## src/rtl/fdivsqrtpreprocseq_if.sv

```systemverilog
// Bundle of the fdivsqrtpreprocseq request/response signals: operands and handshake from the
// execute stage, plus the preprocessed results handed to the iteration FSM.
`default_nettype none

interface fdivsqrtpreprocseq_if #(
  parameter int XLEN    = 64,
  parameter int DIVb    = 64,
  parameter int DIVBLEN = 7
);
  logic              StartE;
  logic              FlushE;
  logic [XLEN-1:0]   ForwardedSrcAE;
  logic [XLEN-1:0]   ForwardedSrcBE;
  logic [2:0]        Funct3E;
  logic              W64E;
  logic              ReadyE;
  logic              DoneM;
  logic              AckM;
  logic [DIVb+3:0]   X;
  logic [DIVb+3:0]   D;
  logic [DIVBLEN:0]  nM;
  logic [DIVBLEN:0]  mM;
  logic              ISpecialCaseM;
  logic              ALTBM;
  logic              BZeroM;
  logic              NegQuotM;
  logic              AsM;
  logic [XLEN-1:0]   AM;

  modport master (
    output StartE, FlushE, ForwardedSrcAE, ForwardedSrcBE, Funct3E, W64E, AckM,
    input  ReadyE, DoneM, X, D, nM, mM, ISpecialCaseM, ALTBM, BZeroM, NegQuotM, AsM, AM
  );

  modport slave (
    input  StartE, FlushE, ForwardedSrcAE, ForwardedSrcBE, Funct3E, W64E, AckM,
    output ReadyE, DoneM, X, D, nM, mM, ISpecialCaseM, ALTBM, BZeroM, NegQuotM, AsM, AM
  );
endinterface

`default_nettype wire

```

## src/rtl/fdivsqrtpreprocseq.sv

```systemverilog
// Multi-cycle integer divide preprocessing: sign handling, iterative SHSTEP-wide normalisation
// and digit alignment of the dividend. Optional W64 support under macro FDIVPRE_W64_EN.
`default_nettype none

module fdivsqrtpreprocseq #(
  parameter int XLEN      = 64,
  parameter int DIVb      = 64,
  parameter int DIVBLEN   = 7,
  parameter int LOGR      = 1,
  parameter int DIVCOPIES = 2,
  parameter int SHSTEP    = 16
) (
  input  logic                 clk,
  input  logic                 reset,
  fdivsqrtpreprocseq_if.slave  bus
);
  localparam int RK    = LOGR * DIVCOPIES;
  localparam int LOGRK = $clog2(RK);
  localparam int LZW   = (SHSTEP > 1) ? $clog2(SHSTEP) : 1;
  localparam int SHW   = (LOGRK > 0) ? LOGRK : 1;
  localparam logic [DIVBLEN:0] C_SHSTEP = (DIVBLEN+1)'(SHSTEP);
  localparam logic [DIVBLEN:0] C_LOGR   = (DIVBLEN+1)'(LOGR);
  localparam logic [DIVBLEN:0] C_COPIES = (DIVBLEN+1)'(DIVCOPIES);
  localparam logic [DIVBLEN:0] C_ONE    = (DIVBLEN+1)'(1);

  typedef enum logic [2:0] {
    S_IDLE = 3'd0, S_LOAD = 3'd1, S_NORM = 3'd2, S_ALIGN = 3'd3, S_DONE = 3'd4
  } state_t;

  state_t            state_q, state_d;
  logic [XLEN-1:0]   src_a_q, src_a_d, src_b_q, src_b_d;
  logic              signed_q, signed_d;
  logic [XLEN-1:0]   a_q, a_d, b_q, b_d, ae_q, ae_d;
  logic [DIVBLEN:0]  ell_q, ell_d, m_q, m_d;
  logic              a_done_q, a_done_d, b_done_q, b_done_d;
  logic              a_zero_q, a_zero_d, b_zero_q, b_zero_d, as_q, as_d, neg_q, neg_d;
  logic [DIVb+3:0]   x_out_q, x_out_d, d_out_q, d_out_d;
  logic [DIVBLEN:0]  n_out_q, n_out_d, m_out_q, m_out_d;
  logic              isp_q, isp_d, altb_q, altb_d, bzero_out_q, bzero_out_d;
  logic              negq_out_q, negq_out_d, as_out_q, as_out_d, done_q, done_d;
  logic [XLEN-1:0]   am_out_q, am_out_d;

  logic [XLEN-1:0]   a_e, b_e;
  logic              as_w, bs_w, accept, unused_in;
  logic [SHSTEP-1:0] a_win, b_win;
  logic [LZW-1:0]    a_lz, b_lz;
  logic [DIVBLEN:0]  zero_diff, p, n_align;
  logic              altb, isp;
  logic [SHW-1:0]    rsh;
  logic [DIVb+3:0]   x_pre;

`ifdef FDIVPRE_W64_EN
  logic w64_q, w64_d;
  assign a_e = w64_q ? {{(XLEN-32){signed_q & src_a_q[31]}}, src_a_q[31:0]} : src_a_q;
  assign b_e = w64_q ? {{(XLEN-32){signed_q & src_b_q[31]}}, src_b_q[31:0]} : src_b_q;
  assign unused_in = ^bus.Funct3E[2:1];
`else
  assign a_e = src_a_q;
  assign b_e = src_b_q;
  assign unused_in = ^{bus.Funct3E[2:1], bus.W64E};
`endif

  assign as_w = a_e[XLEN-1] & signed_q;
  assign bs_w = b_e[XLEN-1] & signed_q;

  function automatic logic [LZW-1:0] lzc(input logic [SHSTEP-1:0] w);
    logic [LZW-1:0] lz;
    lz = '0;
    for (int i = 0; i < SHSTEP; i++)
      if (w[i]) lz = LZW'(SHSTEP - 1 - i);
    return lz;
  endfunction

  assign a_win = a_q[XLEN-1 -: SHSTEP];
  assign b_win = b_q[XLEN-1 -: SHSTEP];
  assign a_lz  = lzc(a_win);
  assign b_lz  = lzc(b_win);

  // Alignment math, evaluated from the normalised operands held in a_q/b_q.
  assign zero_diff = m_q - ell_q;
  assign altb      = zero_diff[DIVBLEN] | a_zero_q;
  assign p         = altb ? '0 : zero_diff;
  assign isp       = b_zero_q | altb;

  if (LOGRK == 0) begin : g_rk_one
    assign n_align = p;
    assign rsh     = '0;
  end else begin : g_rk_multi
    logic [DIVBLEN:0] tib, int_steps;
    logic [LOGRK-1:0] tib_lo_m1;
    assign tib       = C_LOGR + p;
    assign int_steps = (tib >> LOGRK) + {{DIVBLEN{1'b0}}, |tib[LOGRK-1:0]};
    assign n_align   = (int_steps * C_COPIES) - C_ONE;
    assign tib_lo_m1 = tib[LOGRK-1:0] - LOGRK'(1);
    assign rsh       = ~tib_lo_m1;
  end

  assign x_pre = {3'b000, ~a_zero_q, a_q[XLEN-2:0], {(DIVb-XLEN+1){1'b0}}};

  always_comb begin
    state_d = state_q;   src_a_d = src_a_q;     src_b_d = src_b_q;   signed_d = signed_q;
    a_d = a_q;           b_d = b_q;             ae_d = ae_q;         ell_d = ell_q;
    m_d = m_q;           a_done_d = a_done_q;   b_done_d = b_done_q;
    a_zero_d = a_zero_q; b_zero_d = b_zero_q;   as_d = as_q;         neg_d = neg_q;
    x_out_d = x_out_q;   d_out_d = d_out_q;     n_out_d = n_out_q;   m_out_d = m_out_q;
    isp_d = isp_q;       altb_d = altb_q;       bzero_out_d = bzero_out_q;
    negq_out_d = negq_out_q; as_out_d = as_out_q; am_out_d = am_out_q; done_d = done_q;
`ifdef FDIVPRE_W64_EN
    w64_d = w64_q;
`endif
    accept = bus.StartE & ((state_q == S_IDLE) | ((state_q == S_DONE) & bus.AckM));
    case (state_q)
      S_IDLE: if (bus.StartE) state_d = S_LOAD;
      S_LOAD: begin
        ae_d     = a_e;
        as_d     = as_w;
        neg_d    = as_w ^ bs_w;
        a_d      = as_w ? -a_e : a_e;
        b_d      = bs_w ? -b_e : b_e;
        a_zero_d = (a_e == '0);
        b_zero_d = (b_e == '0);
        ell_d    = '0;
        m_d      = '0;
        a_done_d = 1'b0;
        b_done_d = 1'b0;
        state_d  = ((a_e == '0) | (b_e == '0)) ? S_ALIGN : S_NORM;
      end
      S_NORM: begin
        if (!a_done_q) begin
          if (a_win == '0) begin
            a_d = a_q << SHSTEP;  ell_d = ell_q + C_SHSTEP;
          end else begin
            a_d = a_q << a_lz;    ell_d = ell_q + (DIVBLEN+1)'(a_lz);  a_done_d = 1'b1;
          end
        end
        if (!b_done_q) begin
          if (b_win == '0) begin
            b_d = b_q << SHSTEP;  m_d = m_q + C_SHSTEP;
          end else begin
            b_d = b_q << b_lz;    m_d = m_q + (DIVBLEN+1)'(b_lz);    b_done_d = 1'b1;
          end
        end
        if (a_done_d & b_done_d) state_d = S_ALIGN;
      end
      S_ALIGN: begin
        x_out_d     = x_pre >> rsh;
        d_out_d     = {4'b0001, b_q[XLEN-2:0], {(DIVb-XLEN+1){1'b0}}};
        // Special cases bypass the iterator, so no fractional digits are requested.
        n_out_d     = isp ? '0 : n_align;
        m_out_d     = m_q;
        isp_d       = isp;
        altb_d      = altb;
        bzero_out_d = b_zero_q;
        negq_out_d  = neg_q;
        as_out_d    = as_q;
        am_out_d    = ae_q;
        done_d      = 1'b1;
        state_d     = S_DONE;
      end
      S_DONE: if (bus.AckM) begin
        done_d  = 1'b0;
        state_d = bus.StartE ? S_LOAD : S_IDLE;
      end
      default: state_d = S_IDLE;
    endcase
    if (accept) begin
      src_a_d  = bus.ForwardedSrcAE;
      src_b_d  = bus.ForwardedSrcBE;
      signed_d = ~bus.Funct3E[0];
`ifdef FDIVPRE_W64_EN
      w64_d    = bus.W64E;
`endif
    end
    if (bus.FlushE) begin
      state_d = S_IDLE;
      done_d  = 1'b0;
    end
  end

  always_ff @(posedge clk or negedge reset) begin
    if (!reset) begin
      state_q <= S_IDLE;  src_a_q <= '0;  src_b_q <= '0;  signed_q <= 1'b0;
      a_q <= '0;  b_q <= '0;  ae_q <= '0;  ell_q <= '0;  m_q <= '0;
      a_done_q <= 1'b0;  b_done_q <= 1'b0;  a_zero_q <= 1'b0;  b_zero_q <= 1'b0;
      as_q <= 1'b0;  neg_q <= 1'b0;
      x_out_q <= '0;  d_out_q <= '0;  n_out_q <= '0;  m_out_q <= '0;
      isp_q <= 1'b0;  altb_q <= 1'b0;  bzero_out_q <= 1'b0;  negq_out_q <= 1'b0;
      as_out_q <= 1'b0;  am_out_q <= '0;  done_q <= 1'b0;
`ifdef FDIVPRE_W64_EN
      w64_q <= 1'b0;
`endif
    end else begin
      state_q <= state_d;  src_a_q <= src_a_d;  src_b_q <= src_b_d;  signed_q <= signed_d;
      a_q <= a_d;  b_q <= b_d;  ae_q <= ae_d;  ell_q <= ell_d;  m_q <= m_d;
      a_done_q <= a_done_d;  b_done_q <= b_done_d;  a_zero_q <= a_zero_d;  b_zero_q <= b_zero_d;
      as_q <= as_d;  neg_q <= neg_d;
      x_out_q <= x_out_d;  d_out_q <= d_out_d;  n_out_q <= n_out_d;  m_out_q <= m_out_d;
      isp_q <= isp_d;  altb_q <= altb_d;  bzero_out_q <= bzero_out_d;  negq_out_q <= negq_out_d;
      as_out_q <= as_out_d;  am_out_q <= am_out_d;  done_q <= done_d;
`ifdef FDIVPRE_W64_EN
      w64_q <= w64_d;
`endif
    end
  end

  assign bus.ReadyE        = (state_q == S_IDLE) | (state_q == S_DONE);
  assign bus.DoneM         = done_q;
  assign bus.X             = x_out_q;
  assign bus.D             = d_out_q;
  assign bus.nM            = n_out_q;
  assign bus.mM            = m_out_q;
  assign bus.ISpecialCaseM = isp_q;
  assign bus.ALTBM         = altb_q;
  assign bus.BZeroM        = bzero_out_q;
  assign bus.NegQuotM      = negq_out_q;
  assign bus.AsM           = as_out_q;
  assign bus.AM            = am_out_q;
endmodule

`default_nettype wire
```

## src/flat_wrapper.sv

```systemverilog
// flat-port wrapper written by rule: the top's interface ports become plain ports
module fdivsqrtpreprocseq_flat 
#(
  parameter int XLEN      = 64,
  parameter int DIVb      = 64,
  parameter int DIVBLEN   = 7,
  parameter int LOGR      = 1,
  parameter int DIVCOPIES = 2,
  parameter int SHSTEP    = 16
)
  (clk, reset, bus_StartE, bus_FlushE, bus_ForwardedSrcAE, bus_ForwardedSrcBE, bus_Funct3E, bus_W64E, bus_AckM, bus_ReadyE, bus_DoneM, bus_X, bus_D, bus_nM, bus_mM, bus_ISpecialCaseM, bus_ALTBM, bus_BZeroM, bus_NegQuotM, bus_AsM, bus_AM);
  fdivsqrtpreprocseq_if #(.XLEN(XLEN), .DIVb(DIVb), .DIVBLEN(DIVBLEN)) bus_i ();
  input  logic clk;
  input  logic reset;
  input wire logic [$bits(bus_i.StartE)-1:0] bus_StartE;
  input wire logic [$bits(bus_i.FlushE)-1:0] bus_FlushE;
  input wire logic [$bits(bus_i.ForwardedSrcAE)-1:0] bus_ForwardedSrcAE;
  input wire logic [$bits(bus_i.ForwardedSrcBE)-1:0] bus_ForwardedSrcBE;
  input wire logic [$bits(bus_i.Funct3E)-1:0] bus_Funct3E;
  input wire logic [$bits(bus_i.W64E)-1:0] bus_W64E;
  input wire logic [$bits(bus_i.AckM)-1:0] bus_AckM;
  output wire logic [$bits(bus_i.ReadyE)-1:0] bus_ReadyE;
  output wire logic [$bits(bus_i.DoneM)-1:0] bus_DoneM;
  output wire logic [$bits(bus_i.X)-1:0] bus_X;
  output wire logic [$bits(bus_i.D)-1:0] bus_D;
  output wire logic [$bits(bus_i.nM)-1:0] bus_nM;
  output wire logic [$bits(bus_i.mM)-1:0] bus_mM;
  output wire logic [$bits(bus_i.ISpecialCaseM)-1:0] bus_ISpecialCaseM;
  output wire logic [$bits(bus_i.ALTBM)-1:0] bus_ALTBM;
  output wire logic [$bits(bus_i.BZeroM)-1:0] bus_BZeroM;
  output wire logic [$bits(bus_i.NegQuotM)-1:0] bus_NegQuotM;
  output wire logic [$bits(bus_i.AsM)-1:0] bus_AsM;
  output wire logic [$bits(bus_i.AM)-1:0] bus_AM;
  assign bus_i.StartE = bus_StartE;
  assign bus_i.FlushE = bus_FlushE;
  assign bus_i.ForwardedSrcAE = bus_ForwardedSrcAE;
  assign bus_i.ForwardedSrcBE = bus_ForwardedSrcBE;
  assign bus_i.Funct3E = bus_Funct3E;
  assign bus_i.W64E = bus_W64E;
  assign bus_i.AckM = bus_AckM;
  assign bus_ReadyE = bus_i.ReadyE;
  assign bus_DoneM = bus_i.DoneM;
  assign bus_X = bus_i.X;
  assign bus_D = bus_i.D;
  assign bus_nM = bus_i.nM;
  assign bus_mM = bus_i.mM;
  assign bus_ISpecialCaseM = bus_i.ISpecialCaseM;
  assign bus_ALTBM = bus_i.ALTBM;
  assign bus_BZeroM = bus_i.BZeroM;
  assign bus_NegQuotM = bus_i.NegQuotM;
  assign bus_AsM = bus_i.AsM;
  assign bus_AM = bus_i.AM;
  fdivsqrtpreprocseq #(.XLEN(XLEN), .DIVb(DIVb), .DIVBLEN(DIVBLEN), .LOGR(LOGR), .DIVCOPIES(DIVCOPIES), .SHSTEP(SHSTEP)) u_core (.clk(clk), .reset(reset), .bus(bus_i));
endmodule
```

## config.mk

```make
export PLATFORM = sky130hd
export DESIGN_NAME = fdivsqrtpreprocseq_flat
export DESIGN_NICKNAME = d
export VERILOG_FILES = /design/src/rtl/fdivsqrtpreprocseq_if.sv /design/src/rtl/fdivsqrtpreprocseq.sv /design/src/flat_wrapper.sv
export SDC_FILE = /design/constraint.sdc
export NUM_CORES = 2
export LEC_CHECK = 0
export ABC_AREA = 0
export BUFFER_PORTS_ARGS = -buffer_cell sky130_fd_sc_hd__buf_4
export CORE_MARGIN = 2
export CORE_UTILIZATION = 30
export CTS_CLUSTER_DIAMETER = 50
export DETAILED_ROUTE_END_ITERATION = 16
export SETUP_SLACK_MARGIN = 0.02
export SYNTH_ARGS = -nofsm -noshare
export SYNTH_HDL_FRONTEND = slang
export SYNTH_SLANG_ARGS = --single-unit
```

## constraint.sdc

```tcl
create_clock -name clk -period 4.3 [get_ports clk]
set_input_delay 0.215 -clock clk [delete_from_list [all_inputs] [get_ports clk]]
set_output_delay 0.215 -clock clk [all_outputs]
set_load 0.01 [all_outputs]
```

Word level (Yosys, flattened, before mapping):

Cells that the tools add are included.

* bitwise operators: 14
* muxes and demuxes: 66
* shifts and indexed selects: 3
* equal/unequal tests: 9
* add/sub/neg operators: 11
* reduce and logical (&&, ||, !) cells: 11

Operator list (count)
* 64-bit two-way mux: 6
* 64-bit case mux with 2 select lines: 2
* 64-bit zero test: 2
* 4-bit two-way mux: 32
* 64-bit negator: 2
* 64-bit by 4-bit << shifter with 64-bit output: 2
* 65-bit by 1-bit >> shifter with 68-bit output: 1
* 8-bit two-way mux: 6
* 16-bit zero test: 2
* 8-bit case mux with 2 select lines: 2
* 8-bit by 4-bit adder with 8-bit output: 2
* 8-bit by 5-bit adder with 8-bit output, second input constant: 2
* 3-bit case mux with 5 select lines: 1
* 3-bit two-way mux: 4
* 1-bit two-way mux: 10
* 1-bit by 8-bit adder with 8-bit output, first input constant: 1
* 8-bit by 1-bit subtractor with 8-bit output, second input constant: 1
* 8-bit subtractor: 1
* 7-bit by 1-bit adder with 7-bit output: 1
* 3-bit by 2-bit == test with 1-bit output, second input constant: 2
* 3-bit inequality test, second input constant: 2
* 1-bit case mux with 2 select lines: 3
* 2-bit AND reduction: 3
* 1-bit AND: 5
* other kinds (12): 19

* bits in registers: 564
* input bits: 137
* output and inout port bits: 223
* word-level logic and storage cells: 140

Logic depth before layout (Yosys ltp):

* word-level depth: 20
* depth in mapped cells: 19
* depth with buffers taken out: 18

Least setup slack after synthesis:

OpenSTA, ideal clock, no wires.

* path kind: register to register
* start: reg u_core.ell_q[4]
* end: reg u_core.n_out_q[6], in the netlist u_core.bus.nM[6]
* setup slack: 0.017 ns
* path buffers: 3
* setup time: 0.122 ns
* clock period less this slack: 4.283 ns
* stages on the path, launching flop included: 19
* arrival: 4.162 ns
* path through: dfrtp_1 > inv_1 > ha_1 > clkbuf_1 > nand2_1 > a211o_1 > a32oi_1 > mux2i_1 > clkbuf_1 > clkbuf_1 > ha_1 > nand4_1 > a21boi_0 > a211oi_1 > a211oi_1 > mux2i_1 > nand3_1 > xor2_1 > a32o_1

* cells in the longest elaborated chain, start to end: 7

RTL lines
* start: declaration: line fdivsqrtpreprocseq.sv:34 `logic [DIVBLEN:0] ell_q, ell_d, m_q, m_d;`
* start signal: assignment: line fdivsqrtpreprocseq.sv:183 `a_q <= '0; b_q <= '0; ae_q <= '0; ell_q <= '0; m_q <= '0;`
* start signal: assignment: line fdivsqrtpreprocseq.sv:194 `a_q <= a_d; b_q <= b_d; ae_q <= ae_d; ell_q <= ell_d; m_q <= m_d;`
* 8-bit subtractor *: line fdivsqrtpreprocseq.sv:80 `assign zero_diff = m_q - ell_q;`
* 1-bit OR: line fdivsqrtpreprocseq.sv:81 `assign altb = zero_diff[DIVBLEN] | a_zero_q;`
* 8-bit two-way mux: line fdivsqrtpreprocseq.sv:82 `assign p = altb ? '0 : zero_diff;`
* 1-bit by 8-bit adder with 8-bit output: line fdivsqrtpreprocseq.sv:91 `assign tib = C_LOGR + p;`
* 7-bit by 1-bit adder with 7-bit output: line fdivsqrtpreprocseq.sv:92 `assign int_steps = (tib >> LOGRK) + {{DIVBLEN{1'b0}}, |tib[LOGRK-1:0]};`
* 8-bit by 1-bit subtractor with 8-bit output: line fdivsqrtpreprocseq.sv:93 `assign n_align = (int_steps * C_COPIES) - C_ONE;`
* 8-bit two-way mux *: line fdivsqrtpreprocseq.sv:149 `n_out_d = isp ? '0 : n_align;`
* end signal: assignment: line fdivsqrtpreprocseq.sv:197 `x_out_q <= x_out_d; d_out_q <= d_out_d; n_out_q <= n_out_d; m_out_q <= m_out_d;`
* end: declaration: line fdivsqrtpreprocseq.sv:38 `logic [DIVBLEN:0] n_out_q, n_out_d, m_out_q, m_out_d;`

Mark *: on every way between the ends. The rest lies on a longest branch, timed or not.
A chain may end at the register's enable or synchronous reset.

Worst setup path after layout:

* start: reg u_core.ell_q[1]
* end: reg u_core.n_out_q[7], in the netlist u_core.bus.nM[7]

Same word-level chain as after synthesis.

==> results.txt <==
----------------------------------------------------
[Power]
  Power density normalized to cell area ... a little over 800 mW/mm2
  Net switching fraction of the power ... roughly 44%
  Total net switching power ... ~15 mW
  Combinational group share of total power ... 45.9%
  P_leak ... 18.4 nW
  Total power ... around 34 mW
  Internal Pwr Total ... about 19 mW
  VDD IR-drop max ... 0.000382 V
  Sequential power share ... between 30% and 40%
  Part of the total power dissipated in the clock network ... between 20% and 30%

[Clocking]
  CTS buffer count ... between 90 and 100
  Post-CTS clock slew at the launch and capture registers of the worst setup and hold paths ... approximately 50 ps
  Buffers inserted by post-CTS timing repair ... 0
  Deepest clock path buffer count ... 3
  Worst-Skew Late Latency ... roughly 700 ps
  CTS tree ... yes
  CTS Root Buffer Type ... sky130_fd_sc_hd__clkbuf_16
  TritonCTS sink count ... roughly 560
  Total number of H-tree levels ... 3

[Final layout]
  Post-route cell area ... roughly 0.042 mm2
  Fill cell count ... about 11000
  Multi-input gate area ... about 0.017 mm2
  Sequential standard cell area ... between 0.01 and 0.015 mm2
  Number of nets at the end of the flow ... ~4200
  Number of diodes added for antenna fixing ... 0
  Fraction of final layout cells with drive strength greater than 1 ... roughly a fifth
  Layout-stage area growth over the synthesis result ... 28.5%

[STA]
  Slew Viols, Final ... 0
  Worst Max-Slew Pin Slew ... 1050 ps
  Minimum setup slack in the final design ... between 300 and 400 ps
  TNS Setup ... 0 ps
  Fmax ... 0.255 GHz
  Final worst path period share ... roughly nine tenths
  Remaining max-slew budget at the tightest pin ... between 20% and 30%
  Min Tclk post-route ... about 4000 ps
  Final hold vios ... 0
  RSZ-0062 raised after global routing ... false
  Setup skew after layout ... roughly 40 ps
  Final hold slack ... 101 ps
  Final setup fails ... 0

[Worst setup path]
  Worst path max stage delay ... between 300 and 400 ps
  Dominant delay contributor by cell family on the critical path ... compound AO/OA/AOI/OAI gates
  Kind of start point of the critical path ... flop
  Kind of critical path ... flop to flop
  Start of the worst register-to-register path ... u_core.ell_q[1]
  Arr. time, crit path ... 4530 ps
  Critical path origin ... u_core.ell_q[1]
  Sum of buffers and inverters on the critical path ... 4
  FF-to-FF setup slack ... about 380 ps
  Critical path's most frequent cell ... sky130_fd_sc_hd__buf_4
  Crit path max fanout ... 7
  Series of cell instances along the critical path ... inv_1 -> ha_1 -> nand2b_1 -> a211o_1 -> a32oi_2 -> buf_4 -> mux2i_4 -> ha_1 -> nand4_1 -> a21boi_0 -> a211oi_1 -> a211oi_1 -> buf_4 -> mux2i_2 -> buf_4 -> nand4_1 -> xnor2_1 -> o21ai_0
  Worst path required time ... around 5000 ps
  Element type at the critical path end ... flop
  Critical Path Slowest Stage Cell ... sky130_fd_sc_hd__dfrtp_1

[Drt]
  Total Wirelength ... ~120 mm
  Starting DRC count in detailed routing ... roughly 2600
  Number of detailed-routing iterations run before antenna repair ... 12
  Post-detailed-route via-to-cell ratio ... approximately 5.4
  DRC ... 0
  Final ANT Viol Nets ... 0
  Wire length per cell ... ~23 um
  Via count ... around 30000

[Synth]
  Post-synthesis async set-or-reset flop share ... 100%
  Cells after synthesis ... 3569
  Post-synth EDFFs ... 0
  Primary FF master, synth ... sky130_fd_sc_hd__dfrtp_1
  Avg Cell Area, Syn ... 9.09 um2
  Top cells by area in the synthesized netlist ... sky130_fd_sc_hd__dfrtp_1 43%, sky130_fd_sc_hd__nand2_1 9.6%, sky130_fd_sc_hd__mux2i_1 9.6%
  Cell area after technology mapping ... roughly 0.032 mm2
  Number of synthesized register bits ... around 560
  Sequential-to-total area share from yosys stat ... about 43%
  Cell type with the highest aggregate area in the netlist ... sky130_fd_sc_hd__dfrtp_1
  Warnings, synthesis ... 0
  Unique cell type count in the Yosys netlist ... between 80 and 90
  Yosys top cell area share ... between 40% and 50%

[Floorplan]
  Starting density of the core ... a little under a third
  Floorplan row count ... 120
  Die height ... 333 um
  IO Pins ... 360
  Die area ... 0.111 mm2
  Std-Cell Core Area ... around 0.11 mm2
  Die width ... approximately 330 um

[Placement]
  DP HPWL ... 87.1 mm
  Count of input and output buffers ... between 300 and 400
  Post-DP Area ... between 0.03 and 0.04 mm2
  Minimum setup slack after placement ... 255 ps
  Final Wtd Congestion ... about 0.94

[Global routing]
  Total global routing track utilization ... 21.8%
  GRT Residual Overflow ... 0
  Pin count of the biggest net entering global routing ... slightly above 100
  Initial antenna violation count ... 0
  Number of global-route vias before repair ... a little under 30000
  Wire length of the first global-routing pass ... roughly 190 mm

[Status]
  Status ... complete, no violations

[Hold path]
  Worst Hold Class ... input pin to flop
  Origin of the worst min-delay path ... bus_StartE

[Flow run]
  Number of max-cap violations ... 0

----------------------------------------------------
area by class of cell:
class / instances / share of cell area (%)
clock buffer: 107 / 5.95
clock inverter: 66 / 2.03
inverter: 49 / 0.444
multi-input combinational: 2711 / 41.7
sequential: 561 / 33.7
tap: 1403 / 4.21
timing repair buffer: 593 / 12.0
synthesized netlist by cell type, types with 9 or more instances:
cell type and n:
sky130_fd_sc_hd__nand2_1 828, sky130_fd_sc_hd__dfrtp_1 561, sky130_fd_sc_hd__mux2i_1 310, sky130_fd_sc_hd__nor2_1 234, sky130_fd_sc_hd__o21ai_0 195, sky130_fd_sc_hd__clkbuf_1 188
sky130_fd_sc_hd__a21oi_1 178, sky130_fd_sc_hd__mux2_2 158, sky130_fd_sc_hd__xor2_1 72, sky130_fd_sc_hd__a221oi_1 68, sky130_fd_sc_hd__xnor2_1 68, sky130_fd_sc_hd__nand3_1 53
sky130_fd_sc_hd__inv_1 44, sky130_fd_sc_hd__a22oi_1 41, sky130_fd_sc_hd__nor3_1 41, sky130_fd_sc_hd__buf_1 35, sky130_fd_sc_hd__a31oi_1 34, sky130_fd_sc_hd__o22ai_1 31
sky130_fd_sc_hd__o31ai_1 31, sky130_fd_sc_hd__o22a_1 26, sky130_fd_sc_hd__o21a_1 25, sky130_fd_sc_hd__ha_1 23, sky130_fd_sc_hd__nor4_1 22, sky130_fd_sc_hd__a222oi_1 18
sky130_fd_sc_hd__buf_2 18, sky130_fd_sc_hd__o221ai_1 18, sky130_fd_sc_hd__nand2b_1 17, sky130_fd_sc_hd__o41ai_1 15, sky130_fd_sc_hd__o211ai_1 14, sky130_fd_sc_hd__or3_1 14
sky130_fd_sc_hd__buf_4 12, sky130_fd_sc_hd__or4_1 11, sky130_fd_sc_hd__a211oi_1 10, sky130_fd_sc_hd__a22o_1 10, sky130_fd_sc_hd__nor2b_1 9
registers in the layout (all words and copies together), names as in the netlist, 8 cells and up:
register / count
u_core.ae_q: 64
u_core.ell_q: 8
u_core.a_e: 64
u_core.bus.X: 65
u_core.bus.D: 64
u_core.bus.mM: 8
u_core.b_q: 64
u_core.bus.AM: 64
u_core.a_q: 64
u_core.bus.nM: 8
u_core.m_q: 8
u_core.b_e: 64
power groups by stage:
stage | registers [mW] | logic (mW) | clock network (mW)
5_1_grt | 10.8 | 16.9 | 8.31
2_1_floorplan | 9.56 | 9.87 | 0
6_report | 10.5 | 15.6 | 7.93
4_1_cts | 10.4 | 15.5 | 8.11
3_5_place_dp | 10.5 | 15.3 | 0
3_3_place_gp | 10.5 | 15.2 | 0
placed cells by master, fill, tap and decap left out, drive strengths merged, types with 65 or more instances in the layout:
master	n
xnor2	68
dlygate4sd3	133
dfrtp	561
mux2	158
nand2	828
xor2	72
buf	460
a221oi	68
nor2	234
a21oi	178
clkbuf	107
o21ai	199
mux2i	310
inv	65
worst register-to-register path: cells and delay by family, from the launching register on:
family,cells,cell delay (ps)
adders and majority gates,2,630
buffers and inverters,4,620
and+or+nand+nor,3,300
DFF,1,380
xor gates and xnor gates,1,150
AOI/OAI and AO/OA,6,1240
muxes,2,510
stage by stage:
stage | utilization (%) | cells
detailed placement | 34.5 | 5184
global route | 38.9 | 5490
global placement | 34.5 | 5184
CTS | 38.9 | 5490
finish | 38.9 | 5490
floorplan | - | 3575
timing repair:
item,in CTS,in global routing
endpoints found under the hold margin,199,0
resized for setup,0,2
setup endpoints to repair,0,2
hold buffers,133,0
path summary, 6_finish.rpt:
| path | end | cells past startpoint |
|---|---|---|
| min in group asynchronous | u_core.bus.AM[52] | 2 |
| max in group asynchronous | u_core.ae_q[3] | 3 |
| worst max-delay path | u_core.bus.nM[7] | 18 |
| worst max register to register | u_core.bus.nM[7] | 18 |
| worst min register to register | u_core.bus.AM[25] | 2 |
| worst min-delay path | u_core.state_q[0] | 5 |
per-layer routing:
layer	GRT usage [%]	routed length (um)	up-vias	part of all wire (%)
li1	-	-	13600	-
met1	27.5	51100	14500	41
met2	36.3	59100	1231	48
met3	4.47	8850	266	7.1
met4	8.63	4800	0	3.9
met5	0	0	-	0
logic make-up after synthesis:
| kind of cell | Yosys count | share of synthesized area (%) |
|---|---|---|
| xor+xnor | 140 | 3.78 |
| compound gates | 783 | 16.0 |
| buf+inv | 303 | 3.74 |
| simple gates | 1279 | 16.5 |
| flops | 561 | 43.3 |
| mux | 476 | 15.6 |
| fa+ha+maj | 26 | 1.07 |
| other cells | 1 | 0.0116 |
Note: power is estimated with default switching activity, not from simulation.
